[config.mk]
export PLATFORM = sky130hd
export DESIGN_NAME = vga_fb_arbiter_flat
export DESIGN_NICKNAME = d
export VERILOG_FILES = /design/src/rtl/vga_fb_pkg.sv /design/src/rtl/vga_fb_arbiter_if.sv /design/src/rtl/vga_fb_arbiter_rd_return_pipe.sv /design/src/rtl/vga_fb_arbiter.sv /design/src/flat_wrapper.sv
export SDC_FILE = /design/constraint.sdc
export NUM_CORES = 1
export LEC_CHECK = 0
export CORE_ASPECT_RATIO = 0.6
export CORE_MARGIN = 1
export CORE_UTILIZATION = 45
export DETAILED_ROUTE_END_ITERATION = 10
export GPL_ROUTABILITY_DRIVEN = 0
export HOLD_SLACK_MARGIN = 0.02
export PLACE_DENSITY = 0.87
export SKIP_LAST_GASP = 1
export SYNTH_ARGS = -nofsm -noshare
export SYNTH_HDL_FRONTEND = slang
export SYNTH_SLANG_ARGS = --single-unit
export TNS_END_PERCENT = 1
[constraint.sdc]
create_clock -name CLK -period 2.3 [get_ports CLK]
set_input_delay 0.575 -clock CLK [delete_from_list [all_inputs] [get_ports CLK]]
set_output_delay 0.575 -clock CLK [all_outputs]
set_load 0.03 [all_outputs]
[src/rtl/vga_fb_pkg.sv]
// Shared types and default sizing for the VGA frame-buffer arbiter slice.
package vga_fb_pkg;

   localparam int unsigned DEF_ADDR_W        = 19;
   localparam int unsigned DEF_DATA_W        = 8;
   localparam int unsigned DEF_RD_LAT        = 2;
   localparam int unsigned DEF_HOST_MAX_WAIT = 16;

   typedef enum logic [1:0] {
      TAG_NONE,
      TAG_DISP,
      TAG_HOST
   } owner_tag_e;

   typedef enum logic [1:0] {
      S_DISP_PRI,
      S_HOST_PRI,
      S_HOST_FORCE
   } arb_state_e;

endpackage

[src/rtl/vga_fb_arbiter_if.sv]
// Display, host and frame-buffer RAM signals of the arbiter.
// The slave modport is the arbiter's view; master is the surrounding system.
interface vga_fb_arbiter_if
   import vga_fb_pkg::*;
#(
   parameter int unsigned ADDR_W = DEF_ADDR_W,
   parameter int unsigned DATA_W = DEF_DATA_W
) ();

   logic              disp_req;
   logic [ADDR_W-1:0] disp_addr;
   logic              disp_gnt;
   logic              disp_rvalid;
   logic [DATA_W-1:0] disp_rdata;

   logic              host_req;
   logic              host_we;
   logic [ADDR_W-1:0] host_addr;
   logic [DATA_W-1:0] host_wdata;
   logic              host_gnt;
   logic              host_rvalid;
   logic [DATA_W-1:0] host_rdata;

   logic              mem_cs;
   logic              mem_we;
   logic [ADDR_W-1:0] mem_addr;
   logic [DATA_W-1:0] mem_wdata;
   logic [DATA_W-1:0] mem_rdata;

   modport slave (
      input  disp_req, disp_addr,
      output disp_gnt, disp_rvalid, disp_rdata,
      input  host_req, host_we, host_addr, host_wdata,
      output host_gnt, host_rvalid, host_rdata,
      output mem_cs, mem_we, mem_addr, mem_wdata,
      input  mem_rdata
   );

   modport master (
      output disp_req, disp_addr,
      input  disp_gnt, disp_rvalid, disp_rdata,
      output host_req, host_we, host_addr, host_wdata,
      input  host_gnt, host_rvalid, host_rdata,
      input  mem_cs, mem_we, mem_addr, mem_wdata,
      output mem_rdata
   );

endinterface

[src/rtl/vga_fb_arbiter_rd_return_pipe.sv]
// Owner-tag shift register; tag_out lines up with the RAM read data of the
// access whose grant pushed tag_in RD_LAT+1 cycles earlier.
module fb_rd_return_pipe
   import vga_fb_pkg::*;
#(
   parameter int unsigned RD_LAT = DEF_RD_LAT
) (
   input  logic       CLK,
   input  logic       NRST,
   input  owner_tag_e tag_in,
   output owner_tag_e tag_out
);

   owner_tag_e stage_q [RD_LAT+1];
   owner_tag_e stage_d [RD_LAT+1];

   always_comb begin
      stage_d[0] = tag_in;
      for (int unsigned i = 1; i <= RD_LAT; i++) begin
         stage_d[i] = stage_q[i-1];
      end
   end

   always_ff @(posedge CLK or negedge NRST) begin
      if (!NRST) begin
         for (int unsigned i = 0; i <= RD_LAT; i++) begin
            stage_q[i] <= TAG_NONE;
         end
      end else begin
         for (int unsigned i = 0; i <= RD_LAT; i++) begin
            stage_q[i] <= stage_d[i];
         end
      end
   end

   assign tag_out = stage_q[RD_LAT];

endmodule

[src/rtl/vga_fb_arbiter.sv]
// Single-port frame-buffer arbiter: display wins during active video, host
// wins during blanking, with a forced host slot after sustained refusal.
module vga_fb_arbiter
   import vga_fb_pkg::*;
#(
   parameter int unsigned ADDR_W        = DEF_ADDR_W,
   parameter int unsigned DATA_W        = DEF_DATA_W,
   parameter int unsigned RD_LAT        = DEF_RD_LAT,
   parameter int unsigned HOST_MAX_WAIT = DEF_HOST_MAX_WAIT
) (
   input  logic            CLK,
   input  logic            NRST,
   input  logic            RGB_EN,
   vga_fb_arbiter_if.slave bus
);

   localparam logic [7:0] STARVE_SAT   = 8'(HOST_MAX_WAIT);
   localparam logic [7:0] STARVE_FORCE = 8'(HOST_MAX_WAIT - 1);

   arb_state_e        state_q, state_d;
   logic [7:0]        starve_q, starve_d;
   logic              disp_gnt, host_gnt;

   logic              mem_cs_q, mem_cs_d;
   logic              mem_we_q, mem_we_d;
   logic [ADDR_W-1:0] mem_addr_q, mem_addr_d;
   logic [DATA_W-1:0] mem_wdata_q, mem_wdata_d;

   logic              disp_rvalid_q, disp_rvalid_d;
   logic [DATA_W-1:0] disp_rdata_q, disp_rdata_d;
   logic              host_rvalid_q, host_rvalid_d;
   logic [DATA_W-1:0] host_rdata_q, host_rdata_d;

   owner_tag_e        push_tag, ret_tag;

   // state_q is the single register stage on RGB_EN: DISP_PRI/HOST_PRI mirror
   // the registered flag, so next state is steered by the live RGB_EN.
   always_comb begin
      state_d  = state_q;
      starve_d = '0;
      disp_gnt = 1'b0;
      host_gnt = 1'b0;

      if (state_q == S_DISP_PRI) begin
         disp_gnt = bus.disp_req;
         host_gnt = bus.host_req & ~bus.disp_req;
      end else begin
         host_gnt = bus.host_req;
         disp_gnt = bus.disp_req & ~bus.host_req;
      end

      if ((state_q == S_DISP_PRI) && bus.host_req && !host_gnt) begin
         starve_d = (starve_q >= STARVE_SAT) ? starve_q : starve_q + 8'd1;
      end

      case (state_q)
         S_DISP_PRI: begin
            if (!RGB_EN) begin
               state_d = S_HOST_PRI;
            end else if (bus.host_req && !host_gnt && (starve_d == STARVE_FORCE)) begin
               state_d = S_HOST_FORCE;
            end
         end
         S_HOST_PRI: begin
            if (RGB_EN) begin
               state_d = S_DISP_PRI;
            end
         end
         S_HOST_FORCE: begin
            state_d = RGB_EN ? S_DISP_PRI : S_HOST_PRI;
         end
         default: begin
            state_d = S_DISP_PRI;
         end
      endcase
   end

   always_ff @(posedge CLK or negedge NRST) begin
      if (!NRST) begin
         state_q  <= S_DISP_PRI;
         starve_q <= '0;
      end else begin
         state_q  <= state_d;
         starve_q <= starve_d;
      end
   end

   always_comb begin
      mem_cs_d    = disp_gnt | host_gnt;
      mem_we_d    = mem_we_q;
      mem_addr_d  = mem_addr_q;
      mem_wdata_d = mem_wdata_q;
      push_tag    = TAG_NONE;

      if (host_gnt) begin
         mem_we_d    = bus.host_we;
         mem_addr_d  = bus.host_addr;
         mem_wdata_d = bus.host_wdata;
         push_tag    = bus.host_we ? TAG_NONE : TAG_HOST;
      end else if (disp_gnt) begin
         mem_we_d    = 1'b0;
         mem_addr_d  = bus.disp_addr;
         push_tag    = TAG_DISP;
      end
   end

   fb_rd_return_pipe #(
      .RD_LAT (RD_LAT)
   ) u_ret_pipe (
      .CLK     (CLK),
      .NRST    (NRST),
      .tag_in  (push_tag),
      .tag_out (ret_tag)
   );

   always_comb begin
      disp_rvalid_d = (ret_tag == TAG_DISP);
      host_rvalid_d = (ret_tag == TAG_HOST);
      disp_rdata_d  = disp_rvalid_d ? bus.mem_rdata : disp_rdata_q;
      host_rdata_d  = host_rvalid_d ? bus.mem_rdata : host_rdata_q;
   end

   always_ff @(posedge CLK or negedge NRST) begin
      if (!NRST) begin
         mem_cs_q      <= 1'b0;
         mem_we_q      <= 1'b0;
         mem_addr_q    <= '0;
         mem_wdata_q   <= '0;
         disp_rvalid_q <= 1'b0;
         disp_rdata_q  <= '0;
         host_rvalid_q <= 1'b0;
         host_rdata_q  <= '0;
      end else begin
         mem_cs_q      <= mem_cs_d;
         mem_we_q      <= mem_we_d;
         mem_addr_q    <= mem_addr_d;
         mem_wdata_q   <= mem_wdata_d;
         disp_rvalid_q <= disp_rvalid_d;
         disp_rdata_q  <= disp_rdata_d;
         host_rvalid_q <= host_rvalid_d;
         host_rdata_q  <= host_rdata_d;
      end
   end

   assign bus.disp_gnt    = disp_gnt;
   assign bus.host_gnt    = host_gnt;
   assign bus.mem_cs      = mem_cs_q;
   assign bus.mem_we      = mem_we_q;
   assign bus.mem_addr    = mem_addr_q;
   assign bus.mem_wdata   = mem_wdata_q;
   assign bus.disp_rvalid = disp_rvalid_q;
   assign bus.disp_rdata  = disp_rdata_q;
   assign bus.host_rvalid = host_rvalid_q;
   assign bus.host_rdata  = host_rdata_q;

endmodule

[src/flat_wrapper.sv]
// flat-port wrapper written by rule: the top's interface ports become plain ports
module vga_fb_arbiter_flat import vga_fb_pkg::*;
#(
   parameter int unsigned ADDR_W        = DEF_ADDR_W,
   parameter int unsigned DATA_W        = DEF_DATA_W,
   parameter int unsigned RD_LAT        = DEF_RD_LAT,
   parameter int unsigned HOST_MAX_WAIT = DEF_HOST_MAX_WAIT
)
  (CLK, NRST, RGB_EN, bus_disp_req, bus_disp_addr, bus_disp_gnt, bus_disp_rvalid, bus_disp_rdata, bus_host_req, bus_host_we, bus_host_addr, bus_host_wdata, bus_host_gnt, bus_host_rvalid, bus_host_rdata, bus_mem_cs, bus_mem_we, bus_mem_addr, bus_mem_wdata, bus_mem_rdata);
  vga_fb_arbiter_if #(.ADDR_W(ADDR_W), .DATA_W(DATA_W)) bus_i ();
  input  logic CLK;
  input  logic NRST;
  input  logic RGB_EN;
  input wire logic [$bits(bus_i.disp_req)-1:0] bus_disp_req;
  input wire logic [$bits(bus_i.disp_addr)-1:0] bus_disp_addr;
  output wire logic [$bits(bus_i.disp_gnt)-1:0] bus_disp_gnt;
  output wire logic [$bits(bus_i.disp_rvalid)-1:0] bus_disp_rvalid;
  output wire logic [$bits(bus_i.disp_rdata)-1:0] bus_disp_rdata;
  input wire logic [$bits(bus_i.host_req)-1:0] bus_host_req;
  input wire logic [$bits(bus_i.host_we)-1:0] bus_host_we;
  input wire logic [$bits(bus_i.host_addr)-1:0] bus_host_addr;
  input wire logic [$bits(bus_i.host_wdata)-1:0] bus_host_wdata;
  output wire logic [$bits(bus_i.host_gnt)-1:0] bus_host_gnt;
  output wire logic [$bits(bus_i.host_rvalid)-1:0] bus_host_rvalid;
  output wire logic [$bits(bus_i.host_rdata)-1:0] bus_host_rdata;
  output wire logic [$bits(bus_i.mem_cs)-1:0] bus_mem_cs;
  output wire logic [$bits(bus_i.mem_we)-1:0] bus_mem_we;
  output wire logic [$bits(bus_i.mem_addr)-1:0] bus_mem_addr;
  output wire logic [$bits(bus_i.mem_wdata)-1:0] bus_mem_wdata;
  input wire logic [$bits(bus_i.mem_rdata)-1:0] bus_mem_rdata;
  assign bus_i.disp_req = bus_disp_req;
  assign bus_i.disp_addr = bus_disp_addr;
  assign bus_disp_gnt = bus_i.disp_gnt;
  assign bus_disp_rvalid = bus_i.disp_rvalid;
  assign bus_disp_rdata = bus_i.disp_rdata;
  assign bus_i.host_req = bus_host_req;
  assign bus_i.host_we = bus_host_we;
  assign bus_i.host_addr = bus_host_addr;
  assign bus_i.host_wdata = bus_host_wdata;
  assign bus_host_gnt = bus_i.host_gnt;
  assign bus_host_rvalid = bus_i.host_rvalid;
  assign bus_host_rdata = bus_i.host_rdata;
  assign bus_mem_cs = bus_i.mem_cs;
  assign bus_mem_we = bus_i.mem_we;
  assign bus_mem_addr = bus_i.mem_addr;
  assign bus_mem_wdata = bus_i.mem_wdata;
  assign bus_i.mem_rdata = bus_mem_rdata;
  vga_fb_arbiter #(.ADDR_W(ADDR_W), .DATA_W(DATA_W), .RD_LAT(RD_LAT), .HOST_MAX_WAIT(HOST_MAX_WAIT)) u_core (.CLK(CLK), .NRST(NRST), .RGB_EN(RGB_EN), .bus(bus_i));
endmodule
* After elaboration in Yosys (flattened, before gate mapping) *
Cells that the tools add are included.

operators by class
  reductions and logical operators = 8
  multiply operators = 0
  bitwise gates (word level) = 5
  shift operators = 0
  add/subtract/negate cells = 1
  multiplexer cells = 16
  $lt $le $gt $ge = 1
  divide/modulo/power cells = 0
  equal/unequal tests = 7

operator list
  operator               count
  $mux W19               2
  $mux W8                2
  $mux W2                5
  $add A8 B1 Y8 const B  1
  $eq A8 B4 Y1 const B   1
  $ge A8 B5 Y1 const B   1
  $mux W1                6
  $pmux W2 S3            1
  $eq A2 B1 Y1 const B   2
  $eq A2 B2 Y1 const B   2
  $logic_and A1 B1 Y1    4
  $ne A3 B3 Y1 const B   1
  $and A1 B1 Y1          2
  $logic_not A2 Y1       1
  $ne A2 B2 Y1 const B   1
  $not A1 Y1             2
  $reduce_and A2 Y1      1
  $reduce_bool A2 Y1     1
  $logic_not A1 Y1       1
  $or A1 B1 Y1           1

word-level totals
  latch bits = 0
  register bits after elaboration = 63
  input bits = 60
  output and inout port bits = 49
  memory bits (writable) = 0
  word-level logic and storage cells = 51
  memories = 0
  memory bits (read-only) = 0

* Depth between registers and ports, before layout *
Gate-level depths: netlist of run 1.

  word-level depth = 11
  depth in mapped cells = 5
  gate-level depth less buffers = 4

* By module *
Synthesis of run 1 repeated with hierarchy kept, for this count alone.

unflattened totals
  cell total of the unflattened synthesis = 177
  area, all modules = 2575.0 µm²

modules (own cells, without submodules)
  module             area each (µm²)  cells each  times used  sequential area each (µm²)
  vga_fb_arbiter     2424.8           171         1           1426.4
  fb_rd_return_pipe  150.1            6           1           150.1

* Worst setup path after synthesis of run 1 *
Ideal clock, no wire load.

  path type = input-to-output
  start = input port bus_disp_req
  end = output port bus_disp_gnt
  stages = 5
  required time = 1.725 ns
  arrival time = 1.586 ns
  buffers on the path = 1
  setup slack = 0.139 ns
  cell sequence = inv_1 -> o31ai_2 -> inv_2 -> buf_2 -> nor2_1

on the way
  cells in the longest elaborated chain, start to end = 2

RTL lines
  item           RTL line              RTL
  from (decl)    flat_wrapper.sv:14    input wire logic [$bits(bus_i.disp_req)-1:0] bus_disp_req;
  $and A1 B1 Y1  vga_fb_arbiter.sv:49  disp_gnt = bus.disp_req & ~bus.host_req;
  $mux W1 (*)    vga_fb_arbiter.sv:44  if (state_q == S_DISP_PRI) begin
  to (decl)      flat_wrapper.sv:16    output wire logic [$bits(bus_i.disp_gnt)-1:0] bus_disp_gnt;

Every way passes the cells marked *; elsewhere a longest branch is shown, timed or not.

* Final worst setup path of run 1 *
  start = input port bus_host_req
  end = output port bus_disp_gnt

on the way
  cells in the longest elaborated chain, start to end = 3

RTL lines
  item           RTL line              RTL
  from (decl)    flat_wrapper.sv:19    input wire logic [$bits(bus_i.host_req)-1:0] bus_host_req;
  $not A1 Y1     vga_fb_arbiter.sv:49
  $and A1 B1 Y1  vga_fb_arbiter.sv:49
  $mux W1        vga_fb_arbiter.sv:44

No other way between the ends.

==> metrics.md, run 1 <==
| Metric | Value |
|---|---|
| R2R Setup Slk | between 0.7 and 0.8 ns |
| Total track usage | 20.7% |
| P per Cell Area | between 700 and 800 nW/µm² |
| Net count after synthesis | around 240 |
| MaxCap Viol Count | 0 |
| Post-Syn Area | 2570 µm² |
| Area delta synth->final | 53.1% |
| Drt drc | 0 |
| Clock root buffer | clkbuf_8 |
| Ratio of cells with drive above 1 in the final layout | 31.0% |
| CP Cell Sequence | clkdlybuf4s50_1, o31ai_4, inv_2, buf_6, nor2_1, buf_4 |
| Reg power frac | between 40% and 50% |
| Post-Syn Area per Cell | 14.5 µm² |
| Arrival time worst endpoint | roughly 1.7 ns |
| Post-synthesis cell type count | 28 |
| Main area contributors after synthesis | dfrtp_1, mux2_2, ha_1, inv_1, a21oi_1 |
| WS Path Type | in -> out |
| DR WL/cell | 15.2 µm |
| Setup crit end kind | output port |
| Cells after Synth | 177 |
| Starting DRT DRC Count | 34 |
| RSZ-0062 raised after global routing | true |
| Register area | 1580 µm² |
| Fillcell total | 365 |
| Final setup fails | 0 |
| Core area | 5280 µm² |
| Delay-heaviest family, CP | buffers and inverters |
| Global-route wire length before repair | approximately 9 mm |
| Die area | 6030 µm² |
| CTS buffer count | 9 |
| Floorplan row count | 20 |
| CP startpoint kind | primary input |
| Most common cell in the netlist | dfrtp_1 |
| Die height | 60.6 µm |
| Synth warn | 0 |
| Clock Pin Slew Worst Setup and Hold Paths | about 0.06 ns |
| EDFF count, synth | 0 |
| Vias/cell | 4.84 |
| Int Pwr | 2.07 mW |
| Final net count | 358 |
| Reg-to-Reg Start | u_core.state_q[0] |
| Top cells by count, synth | dfrtp_1, mux2_2, inv_1 |
| Crit-path max FO | 11 |
| Outcome | finished clean |
| TritonCTS clock tree | done |
| Slew headroom | 50.1% |
| Slew @ Worst Pin | approximately 0.74 ns |
| Ys flop type | dfrtp_1 |
| Worst VDD drop | roughly 0.0005 V |
| Leakage | roughly 1.7 nW |
| # IOs | ~110 |
| DIE WIDTH | 99.6 µm |
| Core Util, Final | 74.6% |
| Logic pwr share | between 20% and 30% |
| Clock Skew | 0.00424 ns |
| Min-Delay Path Class | in -> async |
| Largest area contributor in the netlist | dfrtp_1 |
| Worst path slowest cell | clkdlybuf4s50_1 |
| Max stage delay on crit path | 0.57 ns |
| Initial Util | 48.7% |
| # clock sinks | 63 |
| Post-DP HPWL | 4.36 mm |
| WP data required | 1.73 ns |
| Critical path buffers and inverters | 4 |
| Setup bufs post-CTS | 0 |
| Synth async-reset ratio | 100% |
| Antenna cells | 0 |
| Final Max Tran Viols | 0 |
| Multi-input gate area | 943 µm² |
| Buffer depth of the longest clock path | 2 |
| Worst hold slack | 0.229 ns |
| Max H-tree Level | 3 |
| Synth top area share | about three fifths |
| Initial antenna violation count | 0 |
| CP startpoint | bus_host_req |
| Largest net degree at the start of global routing | 26 |
| Total gr overflow | 0 |
| P_sw | roughly 860 µW |
| Final period utilization | a little over nine tenths |
| Final WL | 5.72 mm |
| Clock power share | 27.0% |
| DRT Pass-1 Iters | 4 |
| Vias in the first global route | 1857 |
| Number of synthesized register bits | 63 |
| Fmax | between 0.4 and 0.5 GHz |
| Sequential area share after synthesis | around three fifths |
| Routed Antenna Nets | 0 |
| Later-pin clock latency in the skew report | 0.33 ns |
| DR vias | ~1800 |
| Switching Share | 29.3% |
| Final Hold Vio Count | 0 |
| I/O Buffers | 108 |
| Min Clock Period, post-route | 2.27 ns |
repair_timing:
item	CTS	global route
pin swaps	0	0
gates resized for setup	4	2
hold buffers	0	0
endpoints found under the setup margin	2	1
path summary, 6_finish.rpt:
kind,to,depth (start not counted)
worst min register to register,u_core.u_ret_pipe.stage_d[1],0
worst max register to register,u_core.bus.mem_addr[4],3
min in group CLK,u_core.u_ret_pipe.stage_d[1],0
max in group asynchronous,u_core.bus.mem_addr[12],2
worst max-delay path,bus_disp_gnt,6
worst min-delay path,u_core.bus.disp_rdata[1],1
cells in the final DEF (no fill, tap or decap), types with 4 or more instances in the layout:
cell	count
inv_1	5
clkbuf_8	10
dfrtp_1	63
mux2_2	62
clkdlybuf4s50_1	104
nor2_1	5
a21oi_1	4
buf_4	8
logic make-up (layout without fill, tap and decap cells):
family,count (synthesis),after routing,share of synthesized area [%]
flip-flops,63,63,61.3
multiplexers,62,62,27.2
AND/OR/NAND/NOR,24,24,5.26
buffers and inverters,15,138,2.34
AO/OA/AOI/OAI,9,9,2.29
adder cells (fa/ha/maj),2,2,0.973
XOR/XNOR,2,2,0.681
flip-flops by register name, indices dropped and copies added (netlist names), 2 cells and up:
register                   flops
u_core.bus.mem_addr           19
u_core.bus.disp_rdata          8
u_core.bus.host_rdata          8
u_core.bus.mem_wdata           8
u_core.starve_q                8
u_core.u_ret_pipe.stage_d      4
u_core.state_q                 2
u_core.u_ret_pipe.tag_out      2
area by class of cell:
class / count / share of cell area (%)
tap: 77 / 2.45
multi-input combinational: 99 / 24.0
clock inverter: 4 / 0.572
clock buffer: 11 / 3.59
inverter: 7 / 0.667
timing repair buffer: 116 / 28.7
sequential: 63 / 40.0
metal layers:
metal  share of wire [%]  up-vias  global-route usage [%]
met5                   0        -                       0
met4                 1.3        0                    8.40
met3                 8.8        8                    8.29
met2                  44       84                    32.9
met1                  46      876                    26.1
li1                    -      858                       -
power groups by stage:
stage | clock network (mW) | registers (mW) | logic [mW]
6_report | 0.792 | 1.30 | 0.842
5_1_grt | 0.868 | 1.31 | 0.885
4_1_cts | 0.819 | 1.30 | 0.851
3_5_place_dp | 0 | 1.32 | 0.849
3_3_place_gp | 0 | 1.31 | 0.835
2_1_floorplan | 0 | 1.55 | 0.188
per-stage QoR:
stage	power (mW)	std cells	instance area, µm²	setup TNS [ns]	setup WS, ns
after floorplan	1.74	177	2570	0	0.139
after global placement	2.14	362	3780	-0.391	-0.282
after detailed placement	2.17	362	3780	-0.412	-0.282
after CTS	2.97	377	3940	-0.0102	-0.0102
after global routing	3.07	377	3940	-0.00127	-0.00127
final	2.93	377	3940	0	0.0349
Power figures use the tool's default switching activity.
==> run 2, diff against run 1 <==
TNS_END_PERCENT = default   (was 1)
==> results of run 2 <==
The final DEF is identical to that of run 1; final timing and power are the same.
